$ cat src/rtl/ex_stage_if.sv
// Decode-to-execute bus for the RV32I EX stage: decode fields, forwarding
// inputs from the hazard unit / later stages, and the EX results.
interface ex_stage_if #(
    parameter int XLEN   = 32,
    parameter int REG_AW = 5
);
    logic              FlushE;
    logic              RegWriteD, MemWriteD, JumpD, BranchD, ALUSrcD, SrcAsrcD, jumpRegD;
    logic [1:0]        ResultSrcD;
    logic [3:0]        ALUControlD;
    logic [2:0]        funct3D;
    logic [XLEN-1:0]   RD1D, RD2D, PCD, ImmExtD, PCPlus4D;
    logic [REG_AW-1:0] Rs1D, Rs2D, RdD;
    logic [1:0]        ForwardAE, ForwardBE;
    logic [XLEN-1:0]   ALUResultM, ResultW;

    logic              RegWriteE, MemWriteE;
    logic [1:0]        ResultSrcE;
    logic [2:0]        funct3E;
    logic [REG_AW-1:0] Rs1E, Rs2E, RdE;
    logic [XLEN-1:0]   PCPlus4E, ALUResultE, WriteDataE, PCTargetE;
    logic              PCSrcE;

    modport master (
        output FlushE, RegWriteD, MemWriteD, JumpD, BranchD, ALUSrcD, SrcAsrcD, jumpRegD,
               ResultSrcD, ALUControlD, funct3D, RD1D, RD2D, PCD, ImmExtD, PCPlus4D,
               Rs1D, Rs2D, RdD, ForwardAE, ForwardBE, ALUResultM, ResultW,
        input  RegWriteE, MemWriteE, ResultSrcE, funct3E, Rs1E, Rs2E, RdE, PCPlus4E,
               ALUResultE, WriteDataE, PCTargetE, PCSrcE
    );

    modport slave (
        input  FlushE, RegWriteD, MemWriteD, JumpD, BranchD, ALUSrcD, SrcAsrcD, jumpRegD,
               ResultSrcD, ALUControlD, funct3D, RD1D, RD2D, PCD, ImmExtD, PCPlus4D,
               Rs1D, Rs2D, RdD, ForwardAE, ForwardBE, ALUResultM, ResultW,
        output RegWriteE, MemWriteE, ResultSrcE, funct3E, Rs1E, Rs2E, RdE, PCPlus4E,
               ALUResultE, WriteDataE, PCTargetE, PCSrcE
    );
endinterface

$ cat src/rtl/ex_stage.sv
// Execute stage: flushable ID/EX register, operand forwarding, ALU,
// branch/jump resolution and target PC.
module ex_stage #(
    parameter int XLEN   = 32,
    parameter int REG_AW = 5
) (
    input logic      clk,
    input logic      reset,
    ex_stage_if.slave bus
);
    typedef struct packed {
        logic              regWrite;
        logic              memWrite;
        logic              jump;
        logic              branch;
        logic              aluSrc;
        logic              srcAsrc;
        logic              jumpReg;
        logic [1:0]        resultSrc;
        logic [3:0]        aluControl;
        logic [2:0]        funct3;
        logic [XLEN-1:0]   rd1;
        logic [XLEN-1:0]   rd2;
        logic [XLEN-1:0]   pc;
        logic [XLEN-1:0]   immExt;
        logic [XLEN-1:0]   pcPlus4;
        logic [REG_AW-1:0] rs1;
        logic [REG_AW-1:0] rs2;
        logic [REG_AW-1:0] rd;
    } idex_t;

    idex_t           idex;
    logic [XLEN-1:0] fwdA, fwdB, srcA, srcB, aluResult;
    logic [4:0]      shamt;
    logic            taken;

    // A flushed entry is all-zero, which is exactly a bubble (no write, no redirect).
    always_ff @(posedge clk or posedge reset) begin
        if (reset) begin
            idex <= '0;
        end else if (bus.FlushE) begin
            idex <= '0;
        end else begin
            idex.regWrite   <= bus.RegWriteD;
            idex.memWrite   <= bus.MemWriteD;
            idex.jump       <= bus.JumpD;
            idex.branch     <= bus.BranchD;
            idex.aluSrc     <= bus.ALUSrcD;
            idex.srcAsrc    <= bus.SrcAsrcD;
            idex.jumpReg    <= bus.jumpRegD;
            idex.resultSrc  <= bus.ResultSrcD;
            idex.aluControl <= bus.ALUControlD;
            idex.funct3     <= bus.funct3D;
            idex.rd1        <= bus.RD1D;
            idex.rd2        <= bus.RD2D;
            idex.pc         <= bus.PCD;
            idex.immExt     <= bus.ImmExtD;
            idex.pcPlus4    <= bus.PCPlus4D;
            idex.rs1        <= bus.Rs1D;
            idex.rs2        <= bus.Rs2D;
            idex.rd         <= bus.RdD;
        end
    end

    always_comb begin
        case (bus.ForwardAE)
            2'b01:   fwdA = bus.ResultW;
            2'b10:   fwdA = bus.ALUResultM;
            default: fwdA = idex.rd1;
        endcase
        case (bus.ForwardBE)
            2'b01:   fwdB = bus.ResultW;
            2'b10:   fwdB = bus.ALUResultM;
            default: fwdB = idex.rd2;
        endcase
    end

    assign srcA  = idex.srcAsrc ? idex.pc : fwdA;
    assign srcB  = idex.aluSrc ? idex.immExt : fwdB;
    assign shamt = srcB[4:0];

    always_comb begin
        aluResult = '0;
        case (idex.aluControl)
            4'b0000: aluResult = srcA + srcB;
            4'b0001: aluResult = srcA - srcB;
            4'b0010: aluResult = srcA & srcB;
            4'b0011: aluResult = srcA | srcB;
            4'b0100: aluResult = srcA ^ srcB;
            4'b0101: aluResult = {{(XLEN-1){1'b0}}, ($signed(srcA) < $signed(srcB))};
            4'b0110: aluResult = {{(XLEN-1){1'b0}}, (srcA < srcB)};
            4'b0111: aluResult = srcA << shamt;
            4'b1000: aluResult = srcA >> shamt;
            4'b1001: aluResult = $unsigned($signed(srcA) >>> shamt);
            4'b1010: aluResult = srcB;
            default: aluResult = '0;
        endcase
    end

    // Branch conditions compare the forwarded register values, never the ALU sources.
    always_comb begin
        taken = 1'b0;
        case (idex.funct3)
            3'b000:  taken = (fwdA == fwdB);
            3'b001:  taken = (fwdA != fwdB);
            3'b100:  taken = ($signed(fwdA) < $signed(fwdB));
            3'b101:  taken = ($signed(fwdA) >= $signed(fwdB));
            3'b110:  taken = (fwdA < fwdB);
            3'b111:  taken = (fwdA >= fwdB);
            default: taken = 1'b0;
        endcase
    end

    assign bus.RegWriteE  = idex.regWrite;
    assign bus.MemWriteE  = idex.memWrite;
    assign bus.ResultSrcE = idex.resultSrc;
    assign bus.funct3E    = idex.funct3;
    assign bus.Rs1E       = idex.rs1;
    assign bus.Rs2E       = idex.rs2;
    assign bus.RdE        = idex.rd;
    assign bus.PCPlus4E   = idex.pcPlus4;
    assign bus.ALUResultE = aluResult;
    assign bus.WriteDataE = fwdB;
    assign bus.PCSrcE     = idex.jump | (idex.branch & taken);
    assign bus.PCTargetE  = idex.jumpReg ? ((fwdA + idex.immExt) & ~{{(XLEN-1){1'b0}}, 1'b1})
                                         : (idex.pc + idex.immExt);
endmodule

$ cat src/flat_wrapper.sv
// flat-port wrapper written by rule: the top's interface ports become plain ports
module ex_stage_flat 
#(
    parameter int XLEN   = 32,
    parameter int REG_AW = 5
)
  (clk, reset, bus_FlushE, bus_RegWriteD, bus_MemWriteD, bus_JumpD, bus_BranchD, bus_ALUSrcD, bus_SrcAsrcD, bus_jumpRegD, bus_ResultSrcD, bus_ALUControlD, bus_funct3D, bus_RD1D, bus_RD2D, bus_PCD, bus_ImmExtD, bus_PCPlus4D, bus_Rs1D, bus_Rs2D, bus_RdD, bus_ForwardAE, bus_ForwardBE, bus_ALUResultM, bus_ResultW, bus_RegWriteE, bus_MemWriteE, bus_ResultSrcE, bus_funct3E, bus_Rs1E, bus_Rs2E, bus_RdE, bus_PCPlus4E, bus_ALUResultE, bus_WriteDataE, bus_PCTargetE, bus_PCSrcE);
  ex_stage_if #(.XLEN(XLEN), .REG_AW(REG_AW)) bus_i ();
  input logic clk;
  input logic reset;
  input wire logic [$bits(bus_i.FlushE)-1:0] bus_FlushE;
  input wire logic [$bits(bus_i.RegWriteD)-1:0] bus_RegWriteD;
  input wire logic [$bits(bus_i.MemWriteD)-1:0] bus_MemWriteD;
  input wire logic [$bits(bus_i.JumpD)-1:0] bus_JumpD;
  input wire logic [$bits(bus_i.BranchD)-1:0] bus_BranchD;
  input wire logic [$bits(bus_i.ALUSrcD)-1:0] bus_ALUSrcD;
  input wire logic [$bits(bus_i.SrcAsrcD)-1:0] bus_SrcAsrcD;
  input wire logic [$bits(bus_i.jumpRegD)-1:0] bus_jumpRegD;
  input wire logic [$bits(bus_i.ResultSrcD)-1:0] bus_ResultSrcD;
  input wire logic [$bits(bus_i.ALUControlD)-1:0] bus_ALUControlD;
  input wire logic [$bits(bus_i.funct3D)-1:0] bus_funct3D;
  input wire logic [$bits(bus_i.RD1D)-1:0] bus_RD1D;
  input wire logic [$bits(bus_i.RD2D)-1:0] bus_RD2D;
  input wire logic [$bits(bus_i.PCD)-1:0] bus_PCD;
  input wire logic [$bits(bus_i.ImmExtD)-1:0] bus_ImmExtD;
  input wire logic [$bits(bus_i.PCPlus4D)-1:0] bus_PCPlus4D;
  input wire logic [$bits(bus_i.Rs1D)-1:0] bus_Rs1D;
  input wire logic [$bits(bus_i.Rs2D)-1:0] bus_Rs2D;
  input wire logic [$bits(bus_i.RdD)-1:0] bus_RdD;
  input wire logic [$bits(bus_i.ForwardAE)-1:0] bus_ForwardAE;
  input wire logic [$bits(bus_i.ForwardBE)-1:0] bus_ForwardBE;
  input wire logic [$bits(bus_i.ALUResultM)-1:0] bus_ALUResultM;
  input wire logic [$bits(bus_i.ResultW)-1:0] bus_ResultW;
  output wire logic [$bits(bus_i.RegWriteE)-1:0] bus_RegWriteE;
  output wire logic [$bits(bus_i.MemWriteE)-1:0] bus_MemWriteE;
  output wire logic [$bits(bus_i.ResultSrcE)-1:0] bus_ResultSrcE;
  output wire logic [$bits(bus_i.funct3E)-1:0] bus_funct3E;
  output wire logic [$bits(bus_i.Rs1E)-1:0] bus_Rs1E;
  output wire logic [$bits(bus_i.Rs2E)-1:0] bus_Rs2E;
  output wire logic [$bits(bus_i.RdE)-1:0] bus_RdE;
  output wire logic [$bits(bus_i.PCPlus4E)-1:0] bus_PCPlus4E;
  output wire logic [$bits(bus_i.ALUResultE)-1:0] bus_ALUResultE;
  output wire logic [$bits(bus_i.WriteDataE)-1:0] bus_WriteDataE;
  output wire logic [$bits(bus_i.PCTargetE)-1:0] bus_PCTargetE;
  output wire logic [$bits(bus_i.PCSrcE)-1:0] bus_PCSrcE;
  assign bus_i.FlushE = bus_FlushE;
  assign bus_i.RegWriteD = bus_RegWriteD;
  assign bus_i.MemWriteD = bus_MemWriteD;
  assign bus_i.JumpD = bus_JumpD;
  assign bus_i.BranchD = bus_BranchD;
  assign bus_i.ALUSrcD = bus_ALUSrcD;
  assign bus_i.SrcAsrcD = bus_SrcAsrcD;
  assign bus_i.jumpRegD = bus_jumpRegD;
  assign bus_i.ResultSrcD = bus_ResultSrcD;
  assign bus_i.ALUControlD = bus_ALUControlD;
  assign bus_i.funct3D = bus_funct3D;
  assign bus_i.RD1D = bus_RD1D;
  assign bus_i.RD2D = bus_RD2D;
  assign bus_i.PCD = bus_PCD;
  assign bus_i.ImmExtD = bus_ImmExtD;
  assign bus_i.PCPlus4D = bus_PCPlus4D;
  assign bus_i.Rs1D = bus_Rs1D;
  assign bus_i.Rs2D = bus_Rs2D;
  assign bus_i.RdD = bus_RdD;
  assign bus_i.ForwardAE = bus_ForwardAE;
  assign bus_i.ForwardBE = bus_ForwardBE;
  assign bus_i.ALUResultM = bus_ALUResultM;
  assign bus_i.ResultW = bus_ResultW;
  assign bus_RegWriteE = bus_i.RegWriteE;
  assign bus_MemWriteE = bus_i.MemWriteE;
  assign bus_ResultSrcE = bus_i.ResultSrcE;
  assign bus_funct3E = bus_i.funct3E;
  assign bus_Rs1E = bus_i.Rs1E;
  assign bus_Rs2E = bus_i.Rs2E;
  assign bus_RdE = bus_i.RdE;
  assign bus_PCPlus4E = bus_i.PCPlus4E;
  assign bus_ALUResultE = bus_i.ALUResultE;
  assign bus_WriteDataE = bus_i.WriteDataE;
  assign bus_PCTargetE = bus_i.PCTargetE;
  assign bus_PCSrcE = bus_i.PCSrcE;
  ex_stage #(.XLEN(XLEN), .REG_AW(REG_AW)) u_core (.clk(clk), .reset(reset), .bus(bus_i));
endmodule
$ cat config.mk
export PLATFORM = sky130hd
export DESIGN_NAME = ex_stage_flat
export DESIGN_NICKNAME = d
export VERILOG_FILES = /design/src/rtl/ex_stage_if.sv /design/src/rtl/ex_stage.sv /design/src/flat_wrapper.sv
export SDC_FILE = /design/constraint.sdc
export NUM_CORES = 1
export LEC_CHECK = 0
export CELL_PAD_IN_SITES_DETAIL_PLACEMENT = 0
export CELL_PAD_IN_SITES_GLOBAL_PLACEMENT = 2
export CORE_MARGIN = 1.5
export CORE_UTILIZATION = 28
export DETAILED_ROUTE_END_ITERATION = 8
export PLACE_DENSITY = 0.87
export SLEW_MARGIN = 20
export SYNTH_ARGS = -nofsm -noshare
export SYNTH_HDL_FRONTEND = slang
export SYNTH_SLANG_ARGS = --single-unit
$ cat constraint.sdc
create_clock -name clk -period 9.4 [get_ports clk]
set_clock_uncertainty 0.15 [all_clocks]
set_input_delay 2.35 -clock clk [delete_from_list [all_inputs] [get_ports clk]]
set_output_delay 2.35 -clock clk [all_outputs]
set_load 0.05 [all_outputs]
* Word-level counts from Yosys, hierarchy flattened
Index checks and enable logic that the tools add are counted.
Word-level totals: latch bits 0, flip-flop bits (word level) 191, input port bits 262, output and inout bits 151, memories kept 0, memory bits (writable) 0, memory bits (read-only) 0, word-level logic and storage cells 67
Operators by class: magnitude comparators 6, bitwise gates (word level) 5, equal/unequal tests 21, divide/modulo/power cells 0, reduce and logical (&&, ||, !) cells 2, shift operators 3, add/sub/neg operators 4, $mul 0, mux-type cells 8
Operator list (number):
- one-hot mux 32 bit (11 select lines) | 1
- 2-to-1 mux 191 bit | 1
- less-than comparator 32 bit | 4
- one-hot mux 32 bit (2 select lines) | 2
- adder 32 bit | 3
- 2-to-1 mux 32 bit | 3
- >= comparator 32 bit | 2
- bitwise AND 32 bit | 1
- == test 32 bit | 1
- != test 32 bit | 1
- bitwise OR 32 bit | 1
- left shift 32 x 5 -> 32 bit | 1
- right shift 32 x 5 -> 32 bit | 1
- >>> shifter 32 x 5 -> 32 bit | 1
- subtractor 32 bit | 1
- XOR 32 bit | 1
- == test 4 x 3 -> 1 bit, second input constant | 4
- == test 3 bit, second input constant | 4
- == test 4 bit, second input constant | 3
- == test 4 x 2 -> 1 bit, second input constant | 2
- one-hot mux 1 bit (6 select lines) | 1
- == test 2 x 1 -> 1 bit, second input constant | 2
- == test 2 bit, second input constant | 2
- == test 4 x 1 -> 1 bit, second input constant | 1
- other kinds (5) | 5

* Logic depth before layout (Yosys ltp)
depth after elaboration 6, gate-level depth with buffers 21, depth with buffers taken out 17

* Least setup slack after synthesis
No wires, ideal clock.
kind input to output, start in bus_ForwardBE[0], end out bus_ALUResultE[0], buffers on the path 5, required time 6900 ps, arrival 8701 ps, path slack -1801 ps, stages on the path 19, cell sequence inv_1 ha_1 buf_2 o21ai_0 mux2i_1 buf_2 buf_1 clkbuf_1 ha_1 clkbuf_1 a21o_1 a221oi_1 a2bb2oi_1 and3_1 o21ai_0 o21bai_1 a21oi_1 a2111oi_0 o41ai_1
On the way: longest elaborated chain between the ends 5, elaborated cells on any way between the ends 15, classes of those cells 2 x add/sub; 2 x order compare; 2 x eq/ne; 3 x shift; 3 x mux; 3 x bitwise
RTL lines:
- start: declaration | line flat_wrapper.sv:31 | input wire logic [$bits(bus_i.ForwardBE)-1:0] bus_ForwardBE;
- == test 2 bit or == test 2 x 1 -> 1 bit (tied branches) | line ex_stage.sv:71 | case (bus.ForwardBE)
- one-hot mux 32 bit (2 select lines) (*) | line ex_stage.sv:71
- via bus_WriteDataE[4] | line flat_wrapper.sv:43 | output wire logic [$bits(bus_i.WriteDataE)-1:0] bus_WriteDataE;
- 2-to-1 mux 32 bit (*) | line ex_stage.sv:79 | assign srcB = idex.aluSrc ? idex.immExt : fwdB;
- less-than comparator 32 bit (tied with other cells) | line ex_stage.sv:91 | 4'b0110: aluResult = {{(XLEN-1){1'b0}}, (srcA < srcB)};
- one-hot mux 32 bit (11 select lines) (*) | line ex_stage.sv:84 | case (idex.aluControl)
- end: declaration | line flat_wrapper.sv:42 | output wire logic [$bits(bus_i.ALUResultE)-1:0] bus_ALUResultE;
The timed path passes the listed nets; every way through them passes the cells marked *.

* Final worst setup path
start in bus_ForwardBE[0], end out bus_ALUResultE[29]
On the way: longest elaborated chain between the ends 5, elaborated cells on any way between the ends 13, classes of those cells 2 x add/sub; 2 x eq/ne; 3 x shift; 3 x mux; 3 x bitwise
RTL lines:
- == test 2 bit or == test 2 x 1 -> 1 bit (tied branches) | line ex_stage.sv:71
- one-hot mux 32 bit (2 select lines) (*) | line ex_stage.sv:71
- 2-to-1 mux 32 bit (*) | line ex_stage.sv:79
- subtractor 32 bit (tied with other cells) | line ex_stage.sv:86 | 4'b0001: aluResult = srcA - srcB;
- one-hot mux 32 bit (11 select lines) (*) | line ex_stage.sv:84
Mark *: on every way between the ends. The rest lies on a longest branch, timed or not.

==> results.md <==
* Outcome: complete, no violations
* Final #Nets at 3,997
* Sequential share of the synthesized area at 0.217
* Max Clock Freq at 107 MHz
* Final core utilization at 0.412
* Critical Path Start: bus_ForwardBE[0]
* Placed Cells at 4,539
* #FFs+latches synth at 191
* Kind of critical path: in -> out
* Internal Power at 2.65 mW
* Net Switching at 2.33 mW
* LEAKAGE at 14.4 nW
* First-pass GRT wire length at 160,000 um
* Mapped Area at 22,000 sq um
* Commonest non-fill, non-tap cell in the layout: buf_4
* WL final at 110,000 um
* Die X at 284 um
* Crit-path max FO at 8
* DP Wirelength at 90,500 um
* MaxCap Viol Count at 0
* Pins Over Slew Limit at 0
* Setup violators final at 0
* Critical Path Sink Type: primary output
* Standard-cell rows at 102
* Flop pwr share at 0.183
* Final setup TNS at 0 ns
* Initial drt markers at 2,142
* Final setup margin at 0.0448 ns
* Ant. Diodes at 0
* Hold Buf Count CTS at 0
* Yosys warnings at 0
* CTS sink cnt at 191
* WL/cell at 24.1 um
* Via count at 24,800
* Fraction of final layout cells sized beyond drive strength 1 at 0.220
* Worst vdd ir at 0.108 mV
* Initial antenna violation count at 6
* Hold Vio Cnt, Final at 0
* Slew HR at 0.324
* Max H-tree Level at 4
* I/O pins at 413
* Dominant synthesized flop cell: dfrtp_1
* Final non-filler cell total at 4,588
* CTS root buf: clkbuf_16
* Area grow syn2layout at 45.2%
* Post-Syn Nets at 3,278
* Largest net degree at the start of global routing at 125
* Share of synthesized registers carrying an async set or reset at 1.00
* CP Data Required Time at 6.90 ns
* Power Dens Cells at 155 nW/um^2
* Crit start category: input pin
* Post-synthesis cell type count at 86
* Hold Path Class: in -> reg
* Initial core utilization at 0.284
* CTS tree: built
* Vias in the first global route at 24,600
* Remaining global-route overflow at 0
* Vert. Die Dim at 284 um
* Tmin final at 9.36 ns
* All-Layer GR Usage at 0.264
* Clk slew on worst S/H paths at 0.10 ns
* CTS Buffer Depth at 2
* Clk network pwr share at 0.158
* Tcrit/Tclk final at 0.995
* Cell count after synthesis at 2,816
* Core ar. at 77,700 sq um
* Input/output buffers at 412
* Full die area at 80,400 sq um
* Total CTS buffers at 17
* Routability Congestion at 1.01
* Vias/cell at 5.40
* Slew @ Worst Pin at 1.01 ns
* Synth Area per Inst at 7.83 sq um
* Sw frac at 0.468
* Post-synth EDFFs at 0
* Combinational power share at 0.659
* DRT antenna net count at 0
* Fillers at 7,898
* Worst slack, placed at -0.414 ns
* Critical Path AT at 6.86 ns
* Pwr Total at 4.98 mW
* Most frequent cells in the layout: buf_4, clkdlybuf4s50_1, nor2b_1
* CP Capture Point: bus_ALUResultE[29]
* DRC viols at 0
* DR pass1 iterations at 5
## power by group through the flow
stage               sequential [mW]  clock (mW)  combinational (mW)
detailed placement            0.923           0                3.15
global placement              0.924           0                3.16
finish                        0.910       0.787                3.28
global route                  0.912       0.835                3.46
CTS                           0.907       0.812                3.19
floorplan                     0.897           0                1.67
## final cells by class
type                            instances  area [sq um]  area share
Multi-Input combinational cell       2209         15900       0.497
Timing Repair Buffer                  924          8640       0.270
Sequential cell                       191          4780       0.149
Tap cell                             1040          1300      0.0407
Inverter                              192           737      0.0230
Clock buffer                           17           425      0.0133
Clock inverter                         15           200     0.00625
## registers in the layout (all words and copies together) (netlist names)
register	flops
u_core.bus.ResultSrcE	2
u_core.bus.funct3E	3
u_core.bus.PCPlus4E	32
u_core.idex	137
u_core.bus.RegWriteE	1
u_core.bus.MemWriteE	1
u_core.bus.RdE	5
u_core.bus.Rs1E	5
u_core.bus.Rs2E	5
## what timing repair did
item,CTS,global route
setup buffers,6,10
cloned,0,1
setup endpoints to repair,23,23
pin swaps,10,23
gates resized for setup,33,71
## metal layers
layer  GRT usage  routed length, um
met1       0.345              46400
met2       0.442              51400
met3      0.0431               8480
met4      0.0858               4000
met5           0                 67
## Yosys cell counts, drive strengths merged (16+ instances only)
cell type / number / area share
xnor2: 55 / 0.022
nand4: 18 / 0.0051
dfrtp: 191 / 0.22
xor2: 23 / 0.0091
a31oi: 28 / 0.0079
nor2b: 233 / 0.066
nor2: 190 / 0.033
nand3: 29 / 0.0066
o22ai: 16 / 0.0045
a22oi: 73 / 0.025
clkbuf: 113 / 0.019
a21oi: 210 / 0.048
or3: 16 / 0.0045
nor3: 55 / 0.012
nand2b: 30 / 0.0085
o21ai: 230 / 0.052
o21bai: 19 / 0.0065
o211ai: 43 / 0.015
inv: 186 / 0.032
a221oi: 42 / 0.020
a21o: 42 / 0.014
o31ai: 24 / 0.0084
ha: 196 / 0.11
a221o: 18 / 0.0082
nand2: 218 / 0.037
a211oi: 28 / 0.0095
mux2i: 141 / 0.064
buf: 111 / 0.033
mux2: 35 / 0.018
## per-stage QoR
step | hold WS (ns) | cell area, sq um
2_1_floorplan | 2.34 | 22200
3_3_place_gp | 2.73 | 30800
3_5_place_dp | 2.74 | 30800
4_1_cts | 2.23 | 31600
5_1_grt | 2.25 | 32000
6_report | 2.21 | 32000
## critical path, cell delays in order
cell and delay [ns]:
clkdlybuf4s50_1 0.49, inv_1 0.08, ha_4 0.34, buf_12 0.13, clkbuf_16 0.14, nor2_1 0.04
a21oi_1 0.23, o21ai_0 0.11, buf_4 0.19, ha_1 0.37, buf_4 0.19, a21o_1 0.15
a21o_1 0.17, a221o_1 0.41, a32oi_2 0.24, o21ai_1 0.13, o22ai_2 0.17, a211o_1 0.20
a2111oi_2 0.06, a311o_1 0.44, buf_12 0.19
## cells by family after synthesis
logic type | synth area share
compound gates | 0.269
simple gates | 0.194
buf+inv | 0.0849
fa+ha+maj | 0.115
flops | 0.217
mux | 0.0890
xor+xnor | 0.0310
## how the worst min path moves through the flow
| stage | start | endpoint | slack (ns) | depth (start not counted) |
|---|---|---|---|---|
| final | bus_FlushE | u_core.bus.Rs1E[4]$_DFF_PP0_ | 2.21 | 2 |
| after global routing | bus_PCPlus4D[2] | u_core.bus.PCPlus4E[2]$_DFF_PP0_ | 2.25 | 2 |
| after CTS | bus_FlushE | u_core.bus.Rs1E[4]$_DFF_PP0_ | 2.23 | 2 |
| after detailed placement | bus_FlushE | u_core.bus.Rs1E[4]$_DFF_PP0_ | 2.74 | 2 |
| after global placement | bus_FlushE | u_core.bus.PCPlus4E[2]$_DFF_PP0_ | 2.73 | 2 |
| after floorplan | bus_MemWriteD | u_core.bus.MemWriteE$_DFF_PP0_ | 2.34 | 1 |
(Power assumes the default switching activity.)
